`config.mk`:
```
export PLATFORM = sky130hd
export DESIGN_NAME = sign_packer
export DESIGN_NICKNAME = d
export VERILOG_FILES = /design/src/rtl/hpu_pkg.sv /design/src/rtl/sync_fifo.sv /design/src/rtl/sign_packer.sv
export SDC_FILE = /design/constraint.sdc
export NUM_CORES = 1
export LEC_CHECK = 0
export ABC_AREA = 1
export CAP_MARGIN = 20
export CORE_UTILIZATION = 36
export DETAILED_ROUTE_END_ITERATION = 10
export DONT_BUFFER_PORTS = 1
export SYNTH_ARGS = -nofsm -noshare
export SYNTH_HDL_FRONTEND = slang
export SYNTH_SLANG_ARGS = --single-unit
```
`constraint.sdc`:
```
create_clock -name clk -period 5.85 [get_ports clk]
set_input_delay 1.755 -clock clk [delete_from_list [all_inputs] [get_ports clk]]
set_output_delay 1.755 -clock clk [all_outputs]
set_load 0.1 [all_outputs]
```
`src/rtl/hpu_pkg.sv`:
```
// Shared types and helpers for the hypervector processing blocks.
package hpu_pkg;

  typedef enum logic [1:0] {
    IDLE,
    FILL,
    CLEAR
  } fsm_t;

  localparam int W_DEFAULT     = 32;
  localparam int WORDS_DEFAULT = 32;

  function automatic int clog2(input int n);
    int r;
    int v;
    r = 0;
    v = 1;
    while (v < n) begin
      v = v << 1;
      r++;
    end
    return r;
  endfunction

endpackage

```
`src/rtl/sync_fifo.sv`:
```
// Single-clock FIFO with an occupancy count; pointers wrap naturally.
module sync_fifo
  import hpu_pkg::*;
#(
  parameter int W     = 33,
  parameter int DEPTH = 8
) (
  input  logic                   clk,
  input  logic                   rst,
  input  logic                   push,
  input  logic                   pop,
  input  logic [W-1:0]           wdata,
  output logic [W-1:0]           rdata,
  output logic                   empty,
  output logic                   full,
  output logic [clog2(DEPTH):0]  count
);

  localparam int AW = clog2(DEPTH);
  localparam logic [AW:0] FULL_CNT = (AW+1)'(DEPTH);

  logic [W-1:0]  mem [DEPTH];
  logic [AW-1:0] wptr;
  logic [AW-1:0] rptr;
  logic          do_push;
  logic          do_pop;

  assign empty   = (count == '0);
  assign full    = (count == FULL_CNT);
  assign do_pop  = pop && !empty;
  // A full FIFO still takes a write when the head leaves in the same cycle.
  assign do_push = push && (!full || do_pop);
  assign rdata   = mem[rptr];

  always_ff @(posedge clk) begin
    if (do_push) mem[wptr] <= wdata;
  end

  always_ff @(posedge clk) begin
    if (rst) begin
      wptr  <= '0;
      rptr  <= '0;
      count <= '0;
    end else begin
      if (do_push) wptr <= wptr + 1'b1;
      if (do_pop)  rptr <= rptr + 1'b1;
      case ({do_push, do_pop})
        2'b10:   count <= count + 1'b1;
        2'b01:   count <= count - 1'b1;
        default: count <= count;
      endcase
    end
  end

endmodule

```
`src/rtl/sign_packer.sv`:
```
// Buffers counter sign words, frames them per hypervector and streams them out.
//   state | meaning
//   IDLE  | no hypervector in progress
//   FILL  | words of a hypervector being captured
//   CLEAR | hypervector complete, counter_clear asserted this cycle
module sign_packer
  import hpu_pkg::*;
#(
  parameter int W     = W_DEFAULT,
  parameter int WORDS = WORDS_DEFAULT,
  parameter int DEPTH = 8
) (
  input  logic         clk,
  input  logic         rst,
  input  logic         in_valid,
  input  logic [W-1:0] sign_in,
  output logic         full,
  output logic [W-1:0] m_data,
  output logic         m_valid,
  input  logic         m_ready,
  output logic         m_last,
  output logic         counter_clear,
  output logic         busy,
  output logic         overflow
);

  localparam int IW = (WORDS > 1) ? clog2(WORDS) : 1;
  localparam logic [IW-1:0] LAST_IDX = IW'(WORDS - 1);

  fsm_t                  state;
  logic [IW-1:0]         word_idx;
  logic                  fifo_empty;
  logic                  pop;
  logic                  accept;
  logic                  is_last;
  logic [W:0]            head;
  logic [clog2(DEPTH):0] fifo_count;

  assign pop     = !fifo_empty && m_ready;
  assign accept  = in_valid && (state != CLEAR) && (!full || pop);
  assign is_last = (word_idx == LAST_IDX);

  sync_fifo #(
    .W     (W + 1),
    .DEPTH (DEPTH)
  ) u_fifo (
    .clk   (clk),
    .rst   (rst),
    .push  (accept),
    .pop   (pop),
    .wdata ({sign_in, is_last}),
    .rdata (head),
    .empty (fifo_empty),
    .full  (full),
    .count (fifo_count)
  );

  // Mask the head so m_data reads zero whenever nothing is valid.
  assign m_valid = !fifo_empty;
  assign m_data  = m_valid ? head[W:1] : '0;
  assign m_last  = m_valid & head[0];
  assign busy    = (state != IDLE) || (fifo_count != '0);

  always_ff @(posedge clk) begin
    if (rst) begin
      state         <= IDLE;
      word_idx      <= '0;
      overflow      <= 1'b0;
      counter_clear <= 1'b0;
    end else begin
      counter_clear <= 1'b0;
      if (in_valid && !accept) overflow <= 1'b1;
      if (accept) word_idx <= is_last ? '0 : word_idx + 1'b1;
      case (state)
        IDLE: begin
          if (accept) begin
            if (is_last) begin
              state         <= CLEAR;
              counter_clear <= 1'b1;
            end else begin
              state <= FILL;
            end
          end
        end
        FILL: begin
          if (accept && is_last) begin
            state         <= CLEAR;
            counter_clear <= 1'b1;
          end
        end
        CLEAR:   state <= IDLE;
        default: state <= IDLE;
      endcase
    end
  end

endmodule

```
Word level (Yosys, flattened, before mapping)
Memory sizes are Yosys's and may differ from the RTL's. A register that Yosys moved wholly into a read port is not among the register bits.
Cells that the tools add are included.

storage, ports and cells
  output and inout bits = 38
  input port bits = 36
  flip-flop bits (word level) = 19
  memories = 1
  memory bits (writable) = 264
  logic and storage cells = 56

cells by class
  bitwise gates (word level) = 1
  equality and inequality tests = 8
  add/sub/neg operators = 5
  muxes and demuxes = 15
  reduce and logical (&&, ||, !) cells = 19

memories
  memory      depth  bits a word  rd ports  clocked after memory_dff  write ports  RTL line         text
  u_fifo.mem  8      33           1         1                         1            sync_fifo.sv:22  logic [W-1:0] mem [DEPTH];

operators with widths
  kind                   count
  $mux W32               1
  $pmux W4 S2            1
  $logic_and A1 B1 Y1    7
  $add A3 B1 Y3 const B  2
  $mux W2                3
  $mux W3                2
  $ne A2 B2 Y1 const B   3
  $add A5 B1 Y5 const B  1
  $eq A5 B5 Y1 const B   1
  $mux W1                5
  $mux W5                1
  $add A4 B1 Y4 const B  1
  $eq A2 B1 Y1 const B   2
  $eq A4 B4 Y1 const B   1
  $logic_not A4 Y1       1
  $pmux W2 S2            1
  $reduce_bool A2 Y1     2
  $reduce_bool A4 Y1     1
  $sub A4 B1 Y4 const B  1
  $logic_not A1 Y1       3
  $logic_or A1 B1 Y1     3
  $eq A2 B2 Y1 const B   1
  $logic_not A2 Y1       1
  $pmux W1 S2            1
  other kinds (2)        2

Logic depth before layout (Yosys ltp)
  depth in word-level cells = 8
  mapped depth = 14
  gate-level depth less buffers = 14

Modules after synthesis
Synthesis repeated with hierarchy kept, for this count alone.

second synthesis, totals
  cells, all modules = 904
  area, all modules = 11735.0 um2

by module, submodules not included
  module       sequential area each (um2)  times used  area each (um2)  cells each
  sync_fifo    8187.9                      1           10986.8          769
  sign_packer  180.2                       1           748.2            135

Worst setup path before layout
No wires, ideal clock.

  kind = flip-flop to output port
  start point = reg u_fifo.count[0]
  end point = out full
  setup slack = 802 ps
  stages on the path, launching flop included = 2
  arrival = 3293 ps
  path buffers = 0
  data required time = 4095 ps
  path through = dfxtp_1 nor4_1

on the way
  longest elaborated chain between the ends = 1

RTL lines
  what                      RTL line           text
  start: declaration        sync_fifo.sv:16    output logic [clog2(DEPTH):0] count
  start signal: assignment  sync_fifo.sv:48    2'b10: count <= count + 1'b1;
  start signal: assignment  sync_fifo.sv:49    2'b01: count <= count - 1'b1;
  start signal: assignment  sync_fifo.sv:50    default: count <= count;
  $eq A4 B4 Y1              sync_fifo.sv:29    assign full = (count == FULL_CNT);
  end: declaration          sign_packer.sv:17  output logic full,

Every way passes these cells.

==> metrics <==
outcome=complete, but fails checks; failing checks=design-rule violations; layout cells sized above 1=between 10% and 20%; synth unique cells=32; Worst-path clk slew=0.06 ns; #FFs+latches synth=between 200 and 300; GRT Overall Usage=~15%; Buffers on Ports=0; fmax=approximately 220 MHz; Slew Viols, Final=0; post-CTS setup buffer count=0; Hold Crit Class=reg2reg; worst hold stages=2; clk_skew=0.01418 ns; DRC=4; Pleak=~0.0043 uW; Max Root-Sink Buffers=3; worst skew pair latency=approximately 0.54 ns; Syn Std Cell Area=between 10,000 and 15,000 sq um; drt first-iter violations=547; adder-cell share of the synthesized area=less than 1%; syn nets=~940; Core Region=between 30,000 and 40,000 sq um; top-count cell post-synth=edfxtp_1; Max-cap violations=0; Vias=about 6,800; Slew @ Worst Pin=between 1 and 1.5 ns; Row Count=64; DRT Wirelength=23,930 microns; Multi-input gate area=~2800 sq um; Reg area=approximately 8400 sq um; post_cts resized=0; synthesized area per cell=12.78 sq um; final hold viol count=0; CTS tree=yes; Die W=~180 microns; IO Count=74; CP max stage delay=roughly 0.8 ns; vias in the first global route=around 6,800; worst r2r dst=u_fifo.mem[0][0]; filler instances=2,828; Worst EP arrival=~2.8 ns; die area=32,390 sq um; Final period util=77.76%; Most Frequent Cell on Critical Path=o21ai_1; EDFF count, synth=264; ranking of synthesized cells by area=edfxtp_1 (70%), nor2_1 (7.2%), o21ai_1 (4.7%), dfxtp_1 (3.9%), o21ai_0 (3.0%); Main synth FF type=edfxtp_1; first-pass GRT wire length=between 30,000 and 40,000 microns; die height=roughly 180 microns; CP Cell Sequence=inv_4, buf_16, o21ai_1, o21ai_1, o21ai_1, nor2_2, buf_4; Final HPWL DP=roughly 13,000 microns; vias per std cell=5.081; Synth area leader=edfxtp_1; Hold-fix buffers, CTS=0; initial core utilization=36.88%; R2R Setup Slk=3.09 ns; WL per Instance=around 18 microns; XOR/XNOR Fraction of Synth Area=less than 1%; Worst setup EP type=output port; largest net degree at the start of global routing=100; mux cell area share after synthesis=under 10%; Worst Hold Slack=0.4597 ns; Reg-to-Reg Start=u_fifo.count[0]; total CTS buffers=29; Finish-stage setup viols=0; PnR worst setup slack=about 1.3 ns; power per cell area=between 500 and 600 nW/um^2; area grow syn2layout=14.77%; initial antenna violation count=0; register area share after synthesis=between 70% and 80%; max_slew headroom=28.00%; Syn Inst Count=892; post-synthesis simple-gate area fraction=a little under a tenth; overall power=between 6000 and 7000 uW; complex-gate fraction of the synthesized area=10.09%; root buf cell=clkbuf_16; setup TNS=0 ns; Antenna Cells=0; Peak supply drop=between 0.0003 and 0.0004 V; clock sink count=roughly 290; hold_sp=u_fifo.rptr[2]; Final ANT Viol Nets=0; minimum clock period=4.549 ns; R2R cell count=7; unrepaired setup endpoints after global routing=no; Yosys top cell area share=69.53%; Layout Nets=965; cell family with most CP delay=buffers and inverters; Post-synth top cells=edfxtp_1 (264), nor2_1 (220), o21ai_1 (108); largest family of logic cells by synthesized area=compound AO/OA/AOI/OAI gates; Crit path buffers/inverters=3; yosys warns=0; Post-Place Setup Slack=1.690 ns; Post-synth ARST share=0%; CP required=between 4 and 5 ns; crit path launch type=register; Slowest-stage cell, CP=dfxtp_4; Pre-antenna DRT Iters=7; critical path class=reg2out; RePlAce Congestion=between 0.7 and 0.8; worst-path fanout max=64; GRT overflow=0; H-tree depth=1
[worst max-delay path by stage]
stage	cells after the start	slack (ns)	start	to
3_3_place_gp	6	1.68	register	m_data[0]
4_1_cts	6	1.10	register	m_data[0]
6_report	7	1.30	register	m_data[21]
2_1_floorplan	1	0.80	u_fifo.count[0]	full
3_5_place_dp	6	1.69	register	m_data[16]
5_1_grt	7	1.12	register	m_data[22]
[stage by stage]
stage,utilization [%],cells,area [sq um]
floorplan,-,892,11400
CTS,42.16,1337,13030
finish,42.33,1339,13090
global route,42.33,1339,13090
global placement,39.29,1285,12150
detailed placement,39.29,1285,12150
[cell type report]
type,instances,area share (%)
Sequential cell,286,64.02
Clock buffer,37,5.776
Clock inverter,15,0.9849
Multi-Input combinational cell,528,21.19
Inverter,26,0.7650
Tap cell,396,3.787
Timing Repair Buffer,51,3.481
[placed cells by master (no fill, tap or decap), drive strengths merged]
cell type,n
edfxtp,264
nor2,221
o21ai,176
buf,51
clkbuf,37
mux2i,33
o22ai,33
nand2,27
inv,26
dfxtp,22
clkinv,12
a21oi,11
ha,7
nor3,6
nand3,6
nand4,3
bufinv,2
nor4,1
a21boi,1
or3,1
xnor2,1
nor3b,1
clkinvlp,1
[logic make-up (layout without fill, tap and decap cells)]
group | Yosys count | after routing
compound gates | 221 | 221
xor+xnor | 1 | 1
fa+ha+maj | 7 | 7
buf+inv | 78 | 129
flops | 286 | 286
mux | 33 | 33
simple gates | 266 | 266
[sequential cells by signal (all words and copies together) (netlist names), named ones only]
name and flops:
state 2, u_fifo.count 4, word_idx 5, u_fifo.rptr 3
u_fifo.mem 264, u_fifo.wptr 3, overflow 1, counter_clear 1
[tightest hold or removal path, cell delays in order (launching register included)]
cell and delay (ns):
dfxtp_1 0.31, inv_1 0.05, a21oi_1 0.06
[power breakdown]
group	internal (uW)	total, uW	switching (uW)
Combinational	618	2630	2020
Clock	997	1730	728
Sequential	2320	2460	135
Total	3940	6820	2880
[routing by layer]
metal | GRT usage [%] | up-vias | wire [microns]
met1 | 19.23 | 3362 | 10860
met2 | 25.42 | 128 | 11430
met5 | 0 | - | 0
li1 | - | 3276 | -
met3 | 3.383 | 37 | 1241
met4 | 3.621 | 0 | 404
No activity file was read; power rests on OpenSTA's default activity.
